`config.mk`:
```
export PLATFORM = sky130hd
export DESIGN_NAME = imem_loader
export DESIGN_NICKNAME = d
export VERILOG_FILES = /design/src/rtl/imem_loader.sv
export SDC_FILE = /design/constraint.sdc
export NUM_CORES = 1
export LEC_CHECK = 0
export CAP_MARGIN = 30
export CORE_MARGIN = 4
export CORE_UTILIZATION = 30
export DETAILED_ROUTE_END_ITERATION = 6
export DONT_BUFFER_PORTS = 1
export SLEW_MARGIN = 0
export SYNTH_ARGS = -nofsm -noshare
export SYNTH_HDL_FRONTEND = slang
export SYNTH_SLANG_ARGS = --single-unit
export TNS_END_PERCENT = 20
```
`constraint.sdc`:
```
create_clock -name i_clk -period 2 [get_ports i_clk]
set_input_delay 0.4 -clock i_clk [delete_from_list [all_inputs] [get_ports i_clk]]
set_output_delay 0.4 -clock i_clk [all_outputs]
set_load 0.01 [all_outputs]
```
`src/rtl/imem_loader.sv`:
```
// imem_loader: streams a length-prefixed program image from a byte source
// into a 128 x 32-bit instruction memory, holding the CPU in reset meanwhile.
// Stream format: one length byte L (word count N = L+1), then 4*N data bytes
// assembled little-endian into words written at addresses 0..N-1.
// Optional feature macro: LOADER_CHECKSUM_EN adds a trailing 8-bit checksum
// byte (sum mod 256 of all data bytes) and drives o_err on mismatch.
module imem_loader (
    input  logic        i_clk,
    input  logic        i_rst,
    input  logic        i_start,
    input  logic        i_byteValid,
    input  logic [7:0]  i_byteData,
    output logic        o_byteReady,
    output logic        o_we,
    output logic [6:0]  o_waddr,
    output logic [31:0] o_wdata,
    output logic        o_cpuHold,
    output logic        o_done,
    output logic        o_err
);

    typedef enum logic [2:0] {
        ST_IDLE = 3'd0,
        ST_LEN  = 3'd1,
        ST_DATA = 3'd2,
`ifdef LOADER_CHECKSUM_EN
        ST_CHK  = 3'd3,
`endif
        ST_DONE = 3'd4
    } state_t;

    state_t      r_state;
    logic        r_we;
    logic [6:0]  r_waddr;
    logic [31:0] r_wdata;
    logic        r_cpuHold;
    logic        r_done;
    logic [1:0]  r_byteIdx;
    logic [23:0] r_assem;
    logic [6:0]  r_lastIdx;
`ifdef LOADER_CHECKSUM_EN
    logic [7:0]  r_sum;
    logic        r_err;
`endif

    logic        w_byteReady;
    logic        w_accept;

    // A byte is only taken while streaming, and never during the write-strobe
    // cycle, so a word is fully committed before the next one starts.
    always_comb begin
        w_byteReady = 1'b0;
        if ((r_state == ST_LEN) || (r_state == ST_DATA)
`ifdef LOADER_CHECKSUM_EN
            || (r_state == ST_CHK)
`endif
           ) begin
            w_byteReady = ~r_we;
        end
    end

    assign w_accept    = i_byteValid & w_byteReady;

    assign o_byteReady = w_byteReady;
    assign o_we        = r_we;
    assign o_waddr     = r_waddr;
    assign o_wdata     = r_wdata;
    assign o_cpuHold   = r_cpuHold;
    assign o_done      = r_done;
`ifdef LOADER_CHECKSUM_EN
    assign o_err       = r_err;
`else
    assign o_err       = 1'b0;
`endif

    // Loader FSM with registered outputs; reset wins over start and transfers.
    always_ff @(posedge i_clk) begin
        if (i_rst) begin
            r_state   <= ST_IDLE;
            r_we      <= 1'b0;
            r_waddr   <= 7'd0;
            r_wdata   <= 32'd0;
            r_cpuHold <= 1'b0;
            r_done    <= 1'b0;
            r_byteIdx <= 2'd0;
            r_assem   <= 24'd0;
            r_lastIdx <= 7'd0;
`ifdef LOADER_CHECKSUM_EN
            r_sum     <= 8'd0;
            r_err     <= 1'b0;
`endif
        end else begin
            case (r_state)
                ST_IDLE, ST_DONE: begin
                    if (i_start) begin
                        r_state   <= ST_LEN;
                        r_byteIdx <= 2'd0;
                        r_waddr   <= 7'd0;
                        r_done    <= 1'b0;
                        r_cpuHold <= 1'b1;
`ifdef LOADER_CHECKSUM_EN
                        r_sum     <= 8'd0;
                        r_err     <= 1'b0;
`endif
                    end
                end

                ST_LEN: begin
                    if (w_accept) begin
                        // L is limited to 0..127, so the low seven bits are the last word index.
                        r_lastIdx <= i_byteData[6:0];
                        r_state   <= ST_DATA;
                    end
                end

                ST_DATA: begin
                    if (r_we) begin
                        r_we <= 1'b0;
                        if (r_waddr == r_lastIdx) begin
`ifdef LOADER_CHECKSUM_EN
                            r_state   <= ST_CHK;
`else
                            r_state   <= ST_DONE;
                            r_done    <= 1'b1;
                            r_cpuHold <= 1'b0;
`endif
                        end else begin
                            r_waddr <= r_waddr + 7'd1;
                        end
                    end else if (w_accept) begin
`ifdef LOADER_CHECKSUM_EN
                        r_sum <= r_sum + i_byteData;
`endif
                        r_byteIdx <= r_byteIdx + 2'd1;
                        case (r_byteIdx)
                            2'd0:    r_assem[7:0]   <= i_byteData;
                            2'd1:    r_assem[15:8]  <= i_byteData;
                            2'd2:    r_assem[23:16] <= i_byteData;
                            default: begin
                                r_wdata <= {i_byteData, r_assem};
                                r_we    <= 1'b1;
                            end
                        endcase
                    end
                end

`ifdef LOADER_CHECKSUM_EN
                ST_CHK: begin
                    if (w_accept) begin
                        r_err     <= (i_byteData != r_sum);
                        r_state   <= ST_DONE;
                        r_done    <= 1'b1;
                        r_cpuHold <= 1'b0;
                    end
                end
`endif

                default: begin
                    r_state <= ST_IDLE;
                end
            endcase
        end
    end

endmodule

```
==> results of run 1 <==
[state kept, by name, summed over array words and instances, names as in the netlist]
signal / flops
o_cpuHold: 1
o_done: 1
o_waddr: 7
o_wdata: 32
o_we: 1
r_assem: 24
r_byteIdx: 2
r_lastIdx: 7
r_state: 3
[worst paths after layout]
path               startpoint           to  cells after the start
setup / recovery   r_state[0]  o_byteReady                      3
hold / removal          i_rst   o_waddr[3]                      1
hold reg to reg   r_assem[11]  o_wdata[11]                      2
setup reg to reg   o_waddr[3]   o_waddr[6]                      5
[cells in the mapped netlist (2+ instances only)]
cell	instances	area (um^2)
sky130_fd_sc_hd__nor2b_1	5	31.3
sky130_fd_sc_hd__buf_2	11	55.1
sky130_fd_sc_hd__nand3b_1	3	22.5
sky130_fd_sc_hd__ha_1	5	62.6
sky130_fd_sc_hd__and2_1	4	25.0
sky130_fd_sc_hd__nand2_1	99	372
sky130_fd_sc_hd__or2_2	2	12.5
sky130_fd_sc_hd__nand3_1	28	140
sky130_fd_sc_hd__a31oi_1	2	12.5
sky130_fd_sc_hd__nor2_1	17	63.8
sky130_fd_sc_hd__o31ai_2	2	25.0
sky130_fd_sc_hd__clkbuf_1	9	33.8
sky130_fd_sc_hd__nor4_1	2	12.5
sky130_fd_sc_hd__dfxtp_1	78	1560
sky130_fd_sc_hd__inv_1	6	22.5
sky130_fd_sc_hd__nor3_1	2	10.0
sky130_fd_sc_hd__mux2i_1	8	80.1
sky130_fd_sc_hd__o21ai_0	7	35.0
sky130_fd_sc_hd__xor2_1	6	52.6
sky130_fd_sc_hd__buf_4	4	30.0
sky130_fd_sc_hd__nand2b_1	3	18.8
sky130_fd_sc_hd__a21oi_1	63	315
[cell usage in the layout, fill, tap and decap left out, types with 2 or more instances in the layout]
cell type                   Yosys  routed
sky130_fd_sc_hd__inv_1          6       6
sky130_fd_sc_hd__o31ai_2        2       2
sky130_fd_sc_hd__mux2i_1        8       8
sky130_fd_sc_hd__nand3b_1       3       3
sky130_fd_sc_hd__nor4_1         2       2
sky130_fd_sc_hd__or2_2          2       2
sky130_fd_sc_hd__inv_6          0       2
sky130_fd_sc_hd__buf_4          4      10
sky130_fd_sc_hd__bufinv_16      0       5
sky130_fd_sc_hd__nand3_1       28      28
sky130_fd_sc_hd__a31oi_1        2       2
sky130_fd_sc_hd__ha_1           5       5
sky130_fd_sc_hd__a21oi_1       63      63
sky130_fd_sc_hd__o21ai_0        7       7
sky130_fd_sc_hd__dfxtp_1       78      78
sky130_fd_sc_hd__xor2_1         6       6
sky130_fd_sc_hd__nor2_1        17      17
sky130_fd_sc_hd__and2_1         4       4
sky130_fd_sc_hd__nor2b_1        5       5
sky130_fd_sc_hd__nand2b_1       3       3
sky130_fd_sc_hd__clkbuf_8       0       9
sky130_fd_sc_hd__nand2_1       99      99
[power groups by stage]
stage	sequential, W	combinational, W	clock [W]
floorplan	0.00161	0.000119	0
finish	0.00159	0.000113	0.00170
global placement	0.00162	0.000109	0
global route	0.00159	0.000127	0.00181
detailed placement	0.00162	0.000113	0
CTS	0.00159	0.000113	0.00174
[per-stage QoR]
step	power, W	util [%]	instances	area, um^2
floorplan	0.00173	-	382	3130
global placement	0.00173	31.9	504	3260
detailed placement	0.00173	31.9	504	3260
CTS	0.00344	34.7	520	3550
global route	0.00352	34.8	520	3560
finish	0.00340	34.8	520	3560
[repair_timing]
item | CTS | global route
endpoints found under the setup margin | 0 | 1
gates resized for setup | 0 | 1
endpoints found under the hold margin | 0 | 0
[logic make-up after synthesis]
logic type	synth area share (%)
multiplexers	2.55
buffers and inverters	4.51
AO/OA/AOI/OAI	14.2
adder cells (fa/ha/maj)	2.00
AND/OR/NAND/NOR	24.8
flip-flops	49.8
XOR/XNOR	1.96
other	0.120
[final cells by class]
| cell class | count | area, um^2 |
|---|---|---|
| Clock inverter | 7 | 168 |
| Clock buffer | 9 | 124 |
| Tap cell | 136 | 170 |
| Fill cell | 1052 | 6670 |
| Inverter | 6 | 22.5 |
| Sequential cell | 78 | 1560 |
| Multi-Input combinational cell | 274 | 1440 |
| Timing Repair Buffer | 10 | 75.1 |
[per-layer routing]
metal  up-vias  share of wire [%]  GRT usage, %
met2        55                 48          20.9
li1       1270                  -             -
met1      1170                 42          15.8
met4         0                2.0          5.54
met5         -                  0             0
met3        13                8.2          4.78
==> results.ini, run 1 <==
[status]
status=completed

[yosys]
synth.avg_cell_area_um2=8.20
syn_area_um2=3130
yosysSeqAreaShare_pct=49.8
ys.flop_type=sky130_fd_sc_hd__dfxtp_1
netlist_instances=382
flop_and_latch_count_out_of_synthesis=78
number_of_enable_flip_flop_cells_after_synthesis=0
yosys.cell_types.count=38
ys_async_sr_fraction_pct=0
ys.warnings.count=0
synth.net_count=399

[critical_path]
crit_buf_inv=0
critical_path.startpoint_type=flip-flop
cp_cell_sequence=nor2b_1, nor2_1, nor3_2
flop2flop_setup_slack_ps=270
crit_path_top_delay_cell=sky130_fd_sc_hd__dfxtp_1
worst_setup_path_end_kind=output pin
critPathTopFamily=simple AND/OR/NAND/NOR gates
critical_path_arrival_ps=1450
biggest_cell_delay_along_the_critical_path_ps=510
critPathRequiredTime_ps=1600
crit_path_max_fanout=10
crit_path_kind=reg2out

[routing]
vias_per_cell=4.82
vias=2508
detail-route-antenna-nets=0
avgRoutedWirePerCell_um=14.6
first_iter_violations=169
detail_route.wirelength_um=7570
drt_pass1_iterations=4
drt_drc_violations_left=0

[clocking]
numCtsBuffers=9
htree_levels=3
clkSlewWorstSetupHoldPaths_ps=80
cts.path.max_buffers=2
cts.repair_timing.setup_buffer_count=0
cts_tree=yes
clk-insertion-delay-late_ps=350
clock_sink_count=78
ctsHoldBuffers=0
cts_root_buf=sky130_fd_sc_hd__clkbuf_8

[power_and_ir_drop]
power.combinational.fraction_pct=3.3
power.leakage_nw=1.26
vdd_ir_drop_max_mv=0.289
power_switching_w=0.000696
powerDensity_nw_per_um2=957
switching_share_pct=20.5
power_frac_seq_pct=46.6
power_report.internal_total_w=0.00271
clock_power_share_pct=50.1

[global_routing]
antenna_found_initial=0
grt_first_pass_wirelength_um=12100
pin_count_of_the_biggest_net_entering_global_routing=80
grt_pass1_vias=2351
gr-usage-all-layers_pct=13.1
globalRouteOverflowTotal=0

[floorplan]
site_rows=37
floorplan.io_pins=56
die_area_um2=12100
die_width_um=110
die_height_um=110
core_area_um2=10200
effective_utilization_at_floorplan_pct=30.6

[timing]
setup_ws_ps=150
clock_skew_ps=6.46
finalSetupTns_ps=0
timing_max_transition_violations_final=0
hold_viol=0
finalCriticalPeriod_ps=1850
rsz0062_at_grt=no
setup_violations=0
finalCritPeriodShare_pct=92.5
max_freq_mhz=541
finalHoldWorstSlack_ps=108

[finish]
final_layout_size_suffix_gt1_share_pct=9.64
count_of_nets_after_finishing=396
antenna_cells=0
area_delta_synth_final_pct=13.5

[placed_design]
pre_cts_slack_ps=305
globalplace.congestion=0.812
detailedPlacementHpwl_um=5270
numPortBuffers=0

[run]
cap_violations=0

[hold_path]
timing.hold.worst.class=in2reg

Note: power is estimated with default switching activity, not from simulation.
==> run 2, diff against run 1 <==
- PLACE_DENSITY: default -> 0.55
- TNS_END_PERCENT: 20 -> default
==> results.ini, run 2 (same netlist as run 1, synthesis figures left out) <==
[power_and_ir_drop]
vdd_ir_drop_max_mv=0.273  ; was 0.289 mV
powerDensity_nw_per_um2=842  ; was 957 nW/um^2
power.leakage_nw=1.23  ; was 1.26 nW

[routing]
avgRoutedWirePerCell_um=14.3  ; was 14.6 um
first_iter_violations=155  ; was 169
detail-route-antenna-nets=0  ; unchanged
vias=2465  ; was 2,508
detail_route.wirelength_um=7500  ; was 7570 um
vias_per_cell=4.71  ; was 4.82
drt_pass1_iterations=5  ; was 4
drt_drc_violations_left=0  ; unchanged

[clocking]
cts_root_buf=sky130_fd_sc_hd__clkbuf_8  ; unchanged
clk-insertion-delay-late_ps=340  ; was 350 ps
cts.path.max_buffers=2  ; unchanged
ctsHoldBuffers=0  ; unchanged
clock_sink_count=78  ; unchanged
clkSlewWorstSetupHoldPaths_ps=90  ; was 80 ps
numCtsBuffers=9  ; unchanged
htree_levels=3  ; unchanged
post_cts_resize_count=0  ; unchanged
cts.repair_timing.setup_buffer_count=0  ; unchanged
cts_tree=yes  ; unchanged

[timing]
finalCriticalPeriod_ps=1810  ; was 1850 ps
rsz0062_at_grt=no  ; unchanged
clock_skew_ps=12.1  ; was 6.46 ps
finalCritPeriodShare_pct=90.7  ; was 92.5%
setup_violations=0  ; unchanged
finalHoldWorstSlack_ps=146  ; was 108 ps
finalSetupTns_ps=0  ; unchanged
hold_viol=0  ; unchanged
timing_max_transition_violations_final=0  ; unchanged
max_freq_mhz=551  ; was 541 MHz

[global_routing]
antenna_found_initial=0  ; unchanged
grt_first_pass_wirelength_um=11700  ; was 12,100 um
pin_count_of_the_biggest_net_entering_global_routing=80  ; unchanged
globalRouteOverflowTotal=0  ; unchanged
grt_pass1_vias=2320  ; was 2,351
gr-usage-all-layers_pct=12.5  ; was 13.1%

[floorplan]
effective_utilization_at_floorplan_pct=30.6  ; unchanged
site_rows=37  ; unchanged
die_area_um2=12100  ; unchanged
floorplan.io_pins=56  ; unchanged
die_width_um=110  ; unchanged
die_height_um=110  ; unchanged
core_area_um2=10200  ; unchanged

[finish]
finish.utilization_pct=34.2  ; was 34.8%
most-common-layout-cells=sky130_fd_sc_hd__nand2_1, sky130_fd_sc_hd__dfxtp_1, sky130_fd_sc_hd__a21oi_1  ; unchanged
final_layout_size_suffix_gt1_share_pct=10.1  ; was 9.64%
count_of_nets_after_finishing=399  ; was 396
area_delta_synth_final_pct=11.6  ; was 13.5%
largest_reg_flops=32  ; unchanged
fillerInstances=1073  ; was 1,052
antenna_cells=0  ; unchanged
layout_commonest_cell=sky130_fd_sc_hd__nand2_1  ; unchanged

[critical_path]
crit_path_max_fanout=4  ; was 10
critical_path_arrival_ps=1410  ; was 1450 ps
crit_path_kind=reg2out  ; unchanged
critical_path.startpoint_type=flip-flop  ; unchanged
worst_setup_path_end_kind=output pin  ; unchanged
critPathRequiredTime_ps=1600  ; about the same

[placed_design]
globalplace.congestion=0.749  ; was 0.812
detailedPlacementHpwl_um=5230  ; was 5270 um
numPortBuffers=0  ; unchanged

[status]
status=completed  ; unchanged

[run]
cap_violations=0  ; unchanged

[hold_path]
timing.hold.worst.class=in2reg  ; unchanged

run 2: cell count changes in the layout (fill, tap and decap cells not counted), sizes merged:
cell | previous run | this run
bufinv | 5 | 1
buf | 10 | 13
clkbuf | 9 | 11
clkinvlp | 0 | 1
clkinv | 0 | 1
run 2: report_power, final:
group	internal [W]	switching [W]	leakage (nW)	total, W
Clock	0.000656	0.000587	0.107	0.00124
Combinational	0.0000520	0.0000659	0.496	0.000118
Sequential	0.00157	0.0000156	0.629	0.00158
Total	0.00228	0.000669	1.23	0.00295
run 2: worst max-delay path, cell delays in order (launching register included):
cell and delay, ps:
sky130_fd_sc_hd__dfxtp_1 400, sky130_fd_sc_hd__nor2b_1 250, sky130_fd_sc_hd__nor2_1 80, sky130_fd_sc_hd__nor3_1 350
run 2: worst paths after layout:
kind,start,end,depth (start not counted),slack (ps)
worst min register to register,r_assem[9],o_wdata[9],2,440
worst max register to register,r_state[1],o_wdata[29],7,280
worst max-delay path,r_state[0],o_byteReady,3,190
worst min-delay path,i_rst,o_we,1,150
run 2: layout make-up:
type                    instances  area [um^2]  share of cell area, %
clock buffers                  11          151                   4.33
multi-input cells             274         1430                   40.9
inverters                       6         22.5                  0.644
clock inverters                 5         63.8                   1.82
flip-flops and latches         78         1560                   44.6
repair buffers                 13         97.6                   2.79
well taps                     136          170                   4.86
run 2: metrics by stage:
| stage | setup slack (ps) | cell area, um^2 | cells | total power, W |
|---|---|---|---|---|
| global route | 89.2 | 3500 | 523 | 0.00306 |
| floorplan | 470 | 3130 | 382 | 0.00173 |
| detailed placement | 271 | 3280 | 507 | 0.00174 |
| global placement | 301 | 3280 | 507 | 0.00174 |
| finish | 185 | 3500 | 523 | 0.00295 |
| CTS | 158 | 3500 | 523 | 0.00298 |
run 2: per-layer routing:
layer	vias up	routed length, um	GRT usage, %
li1	1277	-	-
met1	1128	3240	15.1
met2	49	3490	19.7
met3	11	616	5.36
met4	0	157	4.75
met5	-	0	0
==> run 3, diff against run 2 <==
- GPL_ROUTABILITY_DRIVEN: default -> 1
==> results of run 3 <==
Same layout as run 2: the final DEF is identical, and so are final timing and power.
==> edit: new RTL, settings of run 1 <==
Build with the macro `LOADER_CHECKSUM_EN` defined.
--- a/src/rtl/imem_loader.sv
+++ b/src/rtl/imem_loader.sv
@@ -5,4 +5,6 @@
 // Optional feature macro: LOADER_CHECKSUM_EN adds a trailing 8-bit checksum
 // byte (sum mod 256 of all data bytes) and drives o_err on mismatch.
+`define LOADER_CHECKSUM_EN
+
 module imem_loader (
     input  logic        i_clk,
Formal check against the unedited RTL: not equivalent (Yosys sat finds a counterexample within 10 cycles, from zero or initial values and one cycle with i_rst high).
==> edit against run 1 <==
Register-to-register slack got worse by 0.15 ns. Setup slack got worse by 0.027 ns. Routed wire length rose by 15%. Sequential cell count rose by 9. Synthesized area rose by 18%. Cell area rose by 18%. Die area rose by 16%.
Power is not compared: it rests on default switching activity, and its combinational part moved more than twofold at a synthesized area within 25%.
==> edit: results (changes against run 1) <==
synth:
  syn_area_per_cell_sq_um: 8.242  # was 8.205 sq um
  synth_common_cells: "nand2_1 (104), dfxtp_1 (87), a21oi_1 (78)"  # was nand2_1 (99), dfxtp_1 (78), a21oi_1 (63)
  synth_cell_types: 41  # was 38
  synth_area_leaders: "dfxtp_1 (47%), a21oi_1 (11%), nand2_1 (11%), nand3_1 (4.9%), ha_1 (4.1%)"  # was dfxtp_1 (50%), nand2_1 (12%), a21oi_1 (10%), nand3_1 (4.5%), mux2i_1 (2.6%)
  yosysSeqAreaShare_pct: 47.17  # was 49.82%
setup_path:
  r2r-end: "r_sum[6]$_SDFFE_PP0P_"  # was o_waddr[6]$_SDFFE_PP0P_
  rr_startpoint: "r_sum[0]$_SDFFE_PP0P_"  # was o_waddr[3]$_SDFFE_PP0P_
  crit_fanout: 2  # was 10
  cp_top_family: "compound AO/OA/AOI/OAI gates"  # was simple AND/OR/NAND/NOR gates
  cp-startpoint: "r_sum[0]$_SDFFE_PP0P_"  # was r_state[0]$_SDFFE_PP0P_
  rr_worst_depth: 7  # was 5
  timing.critical_path.arrival_ns: 2.10  # was 1.45 ns
  crit_path_end: "r_sum[6]$_SDFFE_PP0P_"  # was o_byteReady
  cp_slowest_cell: "fa_1"  # was dfxtp_1
  critPathMaxStageDelay_ns: 0.41  # was 0.51 ns
finish:
  stdcell_count: 599  # was 520
  buffers: 16  # was 10
  layout.nonclk_buf_share_pct: 3.169  # was 2.110%
  inv_count: 5  # was 6
  regArea_sq_um: 1742  # was 1562 sq um
  n_clock_buffer: 11  # was 9
  layout.nets: 472  # was 396
grt:
  use_met3_pct: 4.463  # was 4.776%
  grt_max_degree: 87  # was 80
  grt_use_met1_pct: 15.57  # was 15.77%
  grt_pass1_wl_mm: 14.48  # was 12.12 mm
place:
  dp.cells: 583  # was 504
  place_ws_ns: -0.001942  # was 0.3052 ns
  gp_congestion: 0.8392  # was 0.8117
  hpwl_mm: 6.085  # was 5.275 mm
  placed_area_sq_um: 3874  # was 3261 sq um
drt:
  dr.pass1.iters: 5  # was 4
  drt_first_iter_violations: 185  # was 169
  routedWlPerCell_microns: 14.54  # was 14.55 microns
timing:
  fin_worst_skew_ns: 0.009283  # was 0.006464 ns
clock_tree:
  cts.sinks: 87  # was 78
  clk_pin_slew_ns: 0.06  # was 0.08 ns
run_status:
  outcome: "finished clean"  # unchanged
worst_hold_path:
  whs_endpoint: "r_state[2]$_SDFFE_PP0P_"  # was o_waddr[3]$_SDFFE_PP0P_
-- edit: cell types whose count changed in the layout (fill, tap and decap cells not counted), sizes merged, moves of 4 or more --
cell           run 1  this run
nor2b              5         1
nand4              0         5
nand2             99       105
a21oi             63        79
bufinv             5         1
xnor2              1         9
buf               10        16
ha                 5        12
dfxtp             78        87
nand3             28        36
-- edit: worst register-to-register path, stage by stage, from the launching register on --
cell and delay [ns]:
dfxtp_1 0.32, ha_1 0.21, fa_1 0.41, a211oi_2 0.22, o21bai_1 0.09, a21oi_1 0.22, nor4_1 0.07, a211o_1 0.23
-- edit: kinds of logic after synthesis --
logic type      after synthesis  synth area share [%]
mux                           8                 2.169
buf+inv                      33                 4.168
flops                        87                 47.17
fa+ha+maj                    13                 4.609
compound gates              105                 15.66
xor+xnor                     12                 2.847
simple gates                190                 23.38
-- edit: repair_timing --
| item | in CTS | in global routing |
|---|---|---|
| resized for setup | 0 | 1 |
| hold buffers | 0 | 0 |
| setup endpoints to repair | 0 | 1 |
